### src/rtl/if_stage_if.sv
// Instruction-fetch stage bus: fetch control, imem port, ID redirects, IF/ID register outputs.
// Latency: none (signal bundle only).
// Backpressure: stall_i from the environment holds the stage; there is no ready/valid return path.
// Optional counters cycle_cnt_o/stall_cnt_o/flush_cnt_o exist only when IF_PERF_CNT_EN is defined.
// master = the fetch stage, slave = the surrounding core / testbench.
interface if_stage_if;
    logic        start_i;
    logic [31:0] imem_addr_o;
    logic [31:0] imem_data_i;
    logic        stall_i;
    logic        jump_i;
    logic [31:0] jump_target_i;
    logic        branch_i;
    logic        branch_eq_i;
    logic [31:0] branch_target_i;
    logic [31:0] pc_o;
    logic [31:0] ifid_instr_o;
    logic [31:0] ifid_next_addr_o;
    logic        ifid_valid_o;
`ifdef IF_PERF_CNT_EN
    logic [31:0] cycle_cnt_o;
    logic [31:0] stall_cnt_o;
    logic [31:0] flush_cnt_o;
`endif

    modport master (
        input  start_i, imem_data_i, stall_i, jump_i, jump_target_i,
               branch_i, branch_eq_i, branch_target_i,
        output imem_addr_o, pc_o, ifid_instr_o, ifid_next_addr_o, ifid_valid_o
`ifdef IF_PERF_CNT_EN
        , output cycle_cnt_o, stall_cnt_o, flush_cnt_o
`endif
    );

    modport slave (
        output start_i, imem_data_i, stall_i, jump_i, jump_target_i,
               branch_i, branch_eq_i, branch_target_i,
        input  imem_addr_o, pc_o, ifid_instr_o, ifid_next_addr_o, ifid_valid_o
`ifdef IF_PERF_CNT_EN
        , input cycle_cnt_o, stall_cnt_o, flush_cnt_o
`endif
    );
endinterface

### src/rtl/if_stage.sv
// Instruction fetch stage: PC register, redirect/stall/idle control and the IF/ID pipeline register.
// Latency: one cycle from fetch (imem_addr_o = pc) to the IF/ID register.
// Backpressure: stall_i holds PC and IF/ID; a redirect overrides a stall; start_i low freezes PC and issues bubbles.
// Ports: clk_i, rst_i (async active-low) plus the if_stage_if master modport.
// Optional macro IF_PERF_CNT_EN adds saturating cycle/stall/flush counters.
module if_stage #(
    parameter logic [31:0] RESET_PC = 32'h0000_0000
) (
    input  logic         clk_i,
    input  logic         rst_i,
    if_stage_if.master   bus
);

    logic [31:0] pc;
    logic [31:0] ifid_instr;
    logic [31:0] ifid_next_addr;
    logic        ifid_valid;
    logic        redirect;
    logic [31:0] target;
    logic [31:0] pc_plus4;

    // Jump has priority over a simultaneously taken branch.
    assign redirect = bus.jump_i | (bus.branch_i & bus.branch_eq_i);
    assign target   = bus.jump_i ? bus.jump_target_i : bus.branch_target_i;
    // Natural 32-bit overflow gives the required wrap from FFFF_FFFC to 0.
    assign pc_plus4 = pc + 32'd4;

    always_ff @(posedge clk_i or negedge rst_i) begin
        if (!rst_i) begin
            pc             <= RESET_PC;
            ifid_instr     <= 32'h0;
            ifid_next_addr <= 32'h0;
            ifid_valid     <= 1'b0;
        end else if (!bus.start_i) begin
            ifid_instr     <= 32'h0;
            ifid_next_addr <= 32'h0;
            ifid_valid     <= 1'b0;
        end else if (redirect) begin
            // The instruction fetched this cycle is on the wrong path: flush it.
            pc             <= target;
            ifid_instr     <= 32'h0;
            ifid_next_addr <= 32'h0;
            ifid_valid     <= 1'b0;
        end else if (!bus.stall_i) begin
            pc             <= pc_plus4;
            ifid_instr     <= bus.imem_data_i;
            ifid_next_addr <= pc_plus4;
            ifid_valid     <= 1'b1;
        end
    end

    assign bus.imem_addr_o      = pc;
    assign bus.pc_o             = pc;
    assign bus.ifid_instr_o     = ifid_instr;
    assign bus.ifid_next_addr_o = ifid_next_addr;
    assign bus.ifid_valid_o     = ifid_valid;

`ifdef IF_PERF_CNT_EN
    logic [31:0] cycle_cnt;
    logic [31:0] stall_cnt;
    logic [31:0] flush_cnt;

    always_ff @(posedge clk_i or negedge rst_i) begin
        if (!rst_i) begin
            cycle_cnt <= 32'h0;
            stall_cnt <= 32'h0;
            flush_cnt <= 32'h0;
        end else if (bus.start_i) begin
            if (cycle_cnt != 32'hFFFF_FFFF)
                cycle_cnt <= cycle_cnt + 32'd1;
            if (bus.stall_i && !redirect && stall_cnt != 32'hFFFF_FFFF)
                stall_cnt <= stall_cnt + 32'd1;
            if (redirect && flush_cnt != 32'hFFFF_FFFF)
                flush_cnt <= flush_cnt + 32'd1;
        end
    end

    assign bus.cycle_cnt_o = cycle_cnt;
    assign bus.stall_cnt_o = stall_cnt;
    assign bus.flush_cnt_o = flush_cnt;
`endif

endmodule

### src/flat_wrapper.sv
// flat-port wrapper written by rule: the top's interface ports become plain ports
module if_stage_flat 
#(
    parameter logic [31:0] RESET_PC = 32'h0000_0000
)
  (clk_i, rst_i, bus_start_i, bus_imem_data_i, bus_stall_i, bus_jump_i, bus_jump_target_i, bus_branch_i, bus_branch_eq_i, bus_branch_target_i, bus_imem_addr_o, bus_pc_o, bus_ifid_instr_o, bus_ifid_next_addr_o, bus_ifid_valid_o);
  if_stage_if bus_i ();
  input  logic clk_i;
  input  logic rst_i;
  input wire logic [$bits(bus_i.start_i)-1:0] bus_start_i;
  input wire logic [$bits(bus_i.imem_data_i)-1:0] bus_imem_data_i;
  input wire logic [$bits(bus_i.stall_i)-1:0] bus_stall_i;
  input wire logic [$bits(bus_i.jump_i)-1:0] bus_jump_i;
  input wire logic [$bits(bus_i.jump_target_i)-1:0] bus_jump_target_i;
  input wire logic [$bits(bus_i.branch_i)-1:0] bus_branch_i;
  input wire logic [$bits(bus_i.branch_eq_i)-1:0] bus_branch_eq_i;
  input wire logic [$bits(bus_i.branch_target_i)-1:0] bus_branch_target_i;
  output wire logic [$bits(bus_i.imem_addr_o)-1:0] bus_imem_addr_o;
  output wire logic [$bits(bus_i.pc_o)-1:0] bus_pc_o;
  output wire logic [$bits(bus_i.ifid_instr_o)-1:0] bus_ifid_instr_o;
  output wire logic [$bits(bus_i.ifid_next_addr_o)-1:0] bus_ifid_next_addr_o;
  output wire logic [$bits(bus_i.ifid_valid_o)-1:0] bus_ifid_valid_o;
  assign bus_i.start_i = bus_start_i;
  assign bus_i.imem_data_i = bus_imem_data_i;
  assign bus_i.stall_i = bus_stall_i;
  assign bus_i.jump_i = bus_jump_i;
  assign bus_i.jump_target_i = bus_jump_target_i;
  assign bus_i.branch_i = bus_branch_i;
  assign bus_i.branch_eq_i = bus_branch_eq_i;
  assign bus_i.branch_target_i = bus_branch_target_i;
  assign bus_imem_addr_o = bus_i.imem_addr_o;
  assign bus_pc_o = bus_i.pc_o;
  assign bus_ifid_instr_o = bus_i.ifid_instr_o;
  assign bus_ifid_next_addr_o = bus_i.ifid_next_addr_o;
  assign bus_ifid_valid_o = bus_i.ifid_valid_o;
  if_stage #(.RESET_PC(RESET_PC)) u_core (.clk_i(clk_i), .rst_i(rst_i), .bus(bus_i));
endmodule
### config.mk
export PLATFORM = sky130hd
export DESIGN_NAME = if_stage_flat
export DESIGN_NICKNAME = d
export VERILOG_FILES = /design/src/rtl/if_stage_if.sv /design/src/rtl/if_stage.sv /design/src/flat_wrapper.sv
export SDC_FILE = /design/constraint.sdc
export NUM_CORES = 1
export LEC_CHECK = 0
export CORE_ASPECT_RATIO = 1.4
export CORE_MARGIN = 5
export CORE_UTILIZATION = 39
export CTS_CLUSTER_DIAMETER = 80
export CTS_CLUSTER_SIZE = 30
export DETAILED_ROUTE_END_ITERATION = 7
export PLACE_DENSITY = 0.78
export SYNTH_ARGS = -nofsm -noshare
export SYNTH_HDL_FRONTEND = slang
export SYNTH_SLANG_ARGS = --single-unit
### constraint.sdc
create_clock -name clk_i -period 1.9 [get_ports clk_i]
set_input_delay 0.38 -clock clk_i [delete_from_list [all_inputs] [get_ports clk_i]]
set_output_delay 0.38 -clock clk_i [all_outputs]
set_load 0.01 [all_outputs]
==> summary.md, run 1 <==
| Metric | Value |
|---|---|
| Vias | approximately 5600 |
| Share of post-route cells with drive strength above 1 | between 15 and 20% |
| Leak | 3.62 nW |
| Routed WL | 20.0 mm |
| CTS tree | yes |
| Final Hold Vio Count | 0 |
| Wire per inst | 19.5 um |
| Final #Nets | about 940 |
| ANT nets after route | 0 |
| Final setup viols | 0 |
| Slowest-stage cell, CP | clkdlybuf4s50_1 |
| Initial DRC Count | 330 |
| Clock transition at path regs | approximately 0.07 ns |
| Crit. End Element | primary output |
| Reg area | 2430 um^2 |
| RSZ-0062 raised after global routing | true |
| Total CTS buffers | 9 |
| DRT Pass-1 Iters | 5 |
| Multi-input gate area | 2580 um^2 |
| Syn nets | 689 |
| Post-route cell area | between 8000 and 9000 um^2 |
| IR drop worst, VDD | 0.399 mV |
| Remaining global-route overflow | 0 |
| Longest Clk Path Bufs | 2 |
| Synth top cells by count | dfrtp_1 (97), nand2_1 (56), o21ai_0 (52), a22o_1 (43), a21oi_1 (36) |
| Input/output buffers | 231 |
| Synth Cell Area | between 5000 and 6000 um^2 |
| Worst min-delay path class | in2async |
| Async SR Flop Fraction | 100% |
| Top-area cell type share of the netlist area | around 45% |
| Area leader, netlist | dfrtp_1 |
| Total Routing Usage GR | 24.3% |
| Clock Sinks | 97 |
| Slew Viols, Final | 0 |
| Critical Path AT | 1.47 ns |
| Placed cells | 1001 |
| Antenna cells | 0 |
| Cells after Synth | 585 |
| Status | complete, no violations |
| Reg2Reg Setup Slack | 0.07 ns |
| CP startpoint kind | flop |
| First-pass GRT wire length | 31.1 mm |
| Post-synthesis sequential area ratio | 45.1% |
| Hold Buf Count CTS | 0 |
| Final Critical Period | 1.85 ns |
| Cells along the critical path | buf_4, clkdlybuf4s50_1 |
| Pin count of the biggest net entering global routing | 44 |
| Worst Skew | 0.00432 ns |
| Max-cap violation count | 0 |
| Cell variety after synth | 50 |
| DRC Markers | 0 |
| Final core utilization | 64.4% |
| Gr busiest metal | met2 |
| Chip Height | 149 um |
| DIE AREA | 16300 um^2 |
| Worst-Skew Late Latency | 0.35 ns |
| Most common cell in the synthesized netlist | dfrtp_1 |
| Post-DP HPWL | ~16 mm |
| Worst reg2reg path depth | 6 |
| Number of synthesized flops with an enable pin | 0 |
| GP Congestion | a little under 0.9 |
| Yosys warns | 0 |
| Worst-path fanout max | 5 |
| Relative slew slack | 62.4% |
| Die width | 109 um |
| Crit-path max cell delay | 0.55 ns |
| # fillers | 1111 |
| Flops & latches, synth | 97 |
| Vias in the first global route | 5834 |
| WS Path Type | reg2out |
| PwrDens | 711 nW/um^2 |
| H-Tree Level Count | 3 |
| I/O pin count | 232 |
| Main synth FF type | dfrtp_1 |
| Mean Syn Cell Area | between 9 and 10 um^2 |
| # rows | 50 |
| Crit path required time | 1.52 ns |
| Fmax | 0.541 GHz |
| Initial antenna violation count | 0 |
| Period utilization | 97.2% |
| Clock root buffer | clkbuf_16 |
| Avg Vias per Cell | 5.49 |
| Area delta synth->final | 61.0% |
| Met2 Track Usage GR | 43.5% |
| M1 GR Usage | 28.4% |
| Post-Layout Cell Count | 1026 |
| Global Route met3 Usage | 4.46% |
| Worst-Margin Slew | 0.565 ns |
| Initial core utilization | 40.0% |
| DP Area | 8190 um^2 |
| Cells taking the most area after synthesis | dfrtp_1 (45%), a22o_1 (7.0%), buf_4 (4.9%) |
| Core footprint | 13500 um^2 |
[stage by stage]
step           power (mW)  worst slack, ns  setup TNS (ns)  hold WS (ns)
3_3_place_gp         4.19           -0.127           -3.77         0.397
2_1_floorplan        3.23         -0.00321        -0.00321        0.0844
6_report             6.16           0.0523               0        0.0160
4_1_cts              6.14          0.00228               0        0.0298
3_5_place_dp         4.22           -0.159           -7.28         0.401
5_1_grt              6.43          -0.0206         -0.0677        0.0589
[repair_timing]
item	4_1_cts	5_1_grt
gates cloned	0	0
pin swaps	0	5
gates resized for setup	2	24
buffers inserted	0	9
setup endpoints to repair	3	35
[cell type report]
type,count,share of cell area (%)
timing repair buffer,323,35.6
multi-input combinational,401,29.8
sequential,97,28.1
tap,182,2.63
clock buffer,9,2.60
clock inverter,7,0.996
inverter,7,0.303
[critical path, delay by kind of cell, from the launching register on]
kind	cells	cell delay, ns
DFF	1	0.41
buffers and inverters	2	0.72
[flip-flops by register name, summed over array words and instances (netlist names)]
| name | cells |
|---|---|
| u_core.bus.ifid_instr_o | 32 |
| u_core.bus.ifid_next_addr_o | 32 |
| u_core.bus.imem_addr_o | 32 |
| u_core.bus.ifid_valid_o | 1 |
[metal layers]
layer  part of all wire, %  vias to the layer above
met3                   7.3                       40
met4                   2.8                        0
met5                     0                        -
li1                      -                     2597
met1                    37                     2752
met2                    53                      242
[path summary, 6_finish.rpt]
| check | startpoint | endpoint |
|---|---|---|
| min in group clk_i | u_core.bus.ifid_next_addr_o[28]$_DFFE_PN0P_ | u_core.bus.ifid_next_addr_o[28]$_DFFE_PN0P_ |
| max reg2reg | u_core.bus.imem_addr_o[3]$_DFFE_PN0P_ | u_core.bus.ifid_next_addr_o[28]$_DFFE_PN0P_ |
| max in group asynchronous | rst_i | u_core.bus.imem_addr_o[7]$_DFFE_PN0P_ |
| min | rst_i | u_core.bus.ifid_instr_o[7]$_DFFE_PN0P_ |
| max | u_core.bus.imem_addr_o[19]$_DFFE_PN0P_ | bus_imem_addr_o[19] |
| min reg2reg | u_core.bus.ifid_next_addr_o[28]$_DFFE_PN0P_ | u_core.bus.ifid_next_addr_o[28]$_DFFE_PN0P_ |
[layout by cell type (no fill, tap or decap), drive strengths merged, types with 3 or more instances in the layout]
| cell type | netlist | final |
|---|---|---|
| dfrtp | 97 | 97 |
| a22oi | 3 | 3 |
| nand2 | 56 | 56 |
| dlymetal6s2s | 0 | 8 |
| a22o | 43 | 43 |
| inv | 7 | 10 |
| o21ai | 52 | 52 |
| xnor2 | 18 | 18 |
| a211oi | 5 | 5 |
| o311ai | 5 | 5 |
| nand4 | 10 | 10 |
| nor2b | 11 | 11 |
| a311oi | 4 | 4 |
| and3 | 12 | 12 |
| nor2 | 20 | 20 |
| nor3 | 25 | 25 |
| and4 | 3 | 3 |
| xor2 | 9 | 9 |
| mux2i | 4 | 4 |
| clkdlybuf4s50 | 0 | 220 |
| clkbuf | 33 | 9 |
| buf | 47 | 95 |
| a31o | 3 | 3 |
| nand2b | 11 | 11 |
| a21oi | 36 | 36 |
| nor3b | 5 | 5 |
| nand3 | 22 | 22 |
| nor4 | 10 | 10 |
| o31ai | 12 | 12 |
[power breakdown]
| group | internal, mW | switching [mW] | total (mW) |
|---|---|---|---|
| registers | 2.21 | 0.145 | 2.35 |
| clock network | 1.05 | 0.874 | 1.92 |
| logic | 1.03 | 0.854 | 1.89 |
| total | 4.29 | 1.87 | 6.16 |
[kinds of logic after synthesis]
group                    synth area share, %
AND/OR/NAND/NOR                         18.8
buffers and inverters                   8.76
adder cells (fa/ha/maj)                0.232
multiplexers                           0.744
AO/OA/AOI/OAI                           22.0
XOR/XNOR                                4.39
flip-flops                              45.1
(Power assumes the default switching activity.)
==> run 2: changes to the inputs <==
- CORE_UTILIZATION: 39 -> 40
- CTS_BUF_LIST: default -> sky130_fd_sc_hd__clkbuf_4
- PLACE_DENSITY: 0.78 -> 0.79
==> run 2 against run 1 <==
Compared with the run above:
- first-iteration DRC count rose by 39%
- final area is 0.48% lower
- critical path depth grew 5
- non-clock buffer count increased by 20
- power decreased by 13%
- fmax is 2.4% lower
- die area decreased by 2.3%
- combinational power grew 2%
- largest power group unchanged
- highest routed layer unchanged
==> summary.md, run 2 (synthesis gave the netlist of run 1 again) <==
| Metric | Value |
|---|---|
| Status | complete, no violations |
| H-Tree Level Count | 3 |
| Clock Sinks | 97 |
| Core footprint | 13300 um^2 |
| Share of post-route cells with drive strength above 1 | 19.7% |
| Final setup viols | 0 |
| Relative slew slack | 68.4% |
| Crit path required time | 2.27 ns |
| Chip Height | 147 um |
| Max-cap violation count | 0 |
| Die width | 108 um |
| Post-DP HPWL | between 15 and 20 mm |
| Worst hold stages | 3 |
| Worst Skew | 0.0125 ns |
| Final #Nets | 963 |
| Worst-path fanout max | 5 |
| Pin count of the biggest net entering global routing | 47 |
| Critical Path AT | ~2.3 ns |
| Longest Clk Path Bufs | 2 |
| Worst min-delay path class | in2reg |
| Met2 Track Usage GR | 41.9% |
| Initial DRC Count | approximately 460 |
| CTS tree | yes |
| Clock root buffer | clkbuf_4 |
| Fmax | 0.528 GHz |
| Crit. End Element | flop |
| RSZ-0062 raised after global routing | true |
| Final Hold Vio Count | 0 |
| Initial core utilization | 40.4% |
| PwrDens | a little over 600 nW/um^2 |
| Min-delay src | bus_start_i |
| DRT Pass-1 Iters | 5 |
| I/O pin count | 232 |
| Final Critical Period | roughly 1.9 ns |
| Reg2reg end | u_core.bus.imem_addr_o[28]$_DFFE_PN0P_ |
| Leading cell types in the layout, fill and taps excluded | clkdlybuf4s50_1 (184), buf_4 (104), dfrtp_1 (90) |
| Input/output buffers | 231 |
| ANT nets after route | 0 |
| Vias | ~5800 |
| # rows | 50 |
| CP startpoint kind | flop |
| M1 GR Usage | 27.9% |
| Worst reg2reg path depth | 7 |
| Total CTS buffers | 9 |
| Most common cell after layout, fill and taps aside | clkdlybuf4s50_1 |
| Worst-Margin Slew | 0.474 ns |
| Initial antenna violation count | 1 |
| Crit path launch | u_core.bus.imem_addr_o[2]$_DFFE_PN0P_ |
| Vias in the first global route | ~6000 |
| First-pass GRT wire length | 30.6 mm |
| Wire per inst | 18.8 um |
| Leak | approximately 3.6 nW |
| Total Routing Usage GR | 24.3% |
| Final core utilization | between 60% and 70% |
| Area delta synth->final | 60.2% |
| Worst R2R Start | u_core.bus.imem_addr_o[2]$_DFFE_PN0P_ |
| IR drop worst, VDD | 0.308 mV |
| Worst Hold Path EP | u_core.bus.imem_addr_o[24]$_DFFE_PN0P_ |
| Global Route met3 Usage | 4.00% |
| Avg Vias per Cell | 5.54 |
| WS Path Type | reg2reg |
| Period utilization | 99.7% |
| Worst-Skew Late Latency | about 0.48 ns |
| DRC Markers | 0 |
| Placed cells | between 1000 and 1500 |
| Slew Viols, Final | 0 |
| Gr busiest metal | met2 |
| DIE AREA | 15900 um^2 |
| Post-Layout Cell Count | between 1000 and 1500 |
| Remaining global-route overflow | 0 |
| Reg2Reg Setup Slack | ~0.006 ns |
| Clock transition at path regs | 0.17 ns |
| GP Congestion | 0.879 |
| Routed WL | 19.7 mm |
## run 2: changes by cell type in the layout (fill, tap and decap cells not counted), sizes merged, moves of 6 or more
cell | previous run | this run
dlygate4sd2 | 0 | 42
buf | 95 | 114
dlymetal6s2s | 8 | 2
clkdlybuf4s50 | 220 | 184
## run 2: critical path: stages, from the launching register on
cell	delay [ns]
dfrtp_1	0.39
buf_4	0.13
ha_2	0.18
buf_4	0.13
nand4_1	0.21
nor2_4	0.26
nand2_2	0.12
o311a_1	0.36
## run 2: how the worst max path moves through the flow
stage,to,slack [ns]
detailed placement,u_core.bus.imem_addr_o[20]$_DFFE_PN0P_,-0.21
floorplan,u_core.bus.ifid_next_addr_o[31]$_DFFE_PN0P_,-0.003
global placement,u_core.bus.imem_addr_o[20]$_DFFE_PN0P_,-0.18
global route,u_core.bus.imem_addr_o[22]$_DFFE_PN0P_,-0.08
finish,u_core.bus.imem_addr_o[28]$_DFFE_PN0P_,0.006
CTS,bus_imem_addr_o[27],0.0005
## run 2: metrics by stage
stage                     hold WS, ns  setup TNS [ns]  instance area, um^2  setup WS (ns)  total power, mW
after CTS                       0.320               0                 8490       0.000508             5.34
after global placement          0.362           -6.43                 8220         -0.182             4.17
after global routing            0.341          -0.186                 8620        -0.0769             5.60
after detailed placement        0.359          -10.23                 8220         -0.210             4.21
final                           0.348               0                 8620        0.00597             5.36
after floorplan                0.0844        -0.00321                 5450       -0.00321             3.23
## run 2: report_power, final
part	internal, mW	leakage, nW	switching (mW)
clock	0.309	0.0764	0.807
combinational	1.01	2.30	0.915
sequential	2.21	1.25	0.103
## run 2: cell type report
| class | instances | area (um^2) |
|---|---|---|
| Fill cell | 1115 | 4700 |
| Clock inverter | 7 | 68.8 |
| Multi-Input combinational cell | 401 | 2600 |
| Antenna cell | 1 | 2.50 |
| Inverter | 7 | 26.3 |
| Sequential cell | 97 | 2440 |
| Tap cell | 182 | 228 |
| Timing Repair Buffer | 343 | 3200 |
| Clock buffer | 9 | 67.6 |
## run 2: per-layer routing
layer  wire (um)  part of all wire (%)  vias up
li1            -                     -     2650
met1        7260                    37     2781
met2       10000                    51      305
met3        1520                   7.7       60
met4         904                   4.6        0
met5           0                     0        -
## run 2: what timing repair did
action                     CTS  global route
gates resized for setup     51            20
pin swaps                    0             7
hold endpoints to repair    29             0
setup endpoints to repair   59            29
buffers inserted            22             6
hold buffers                 1             0
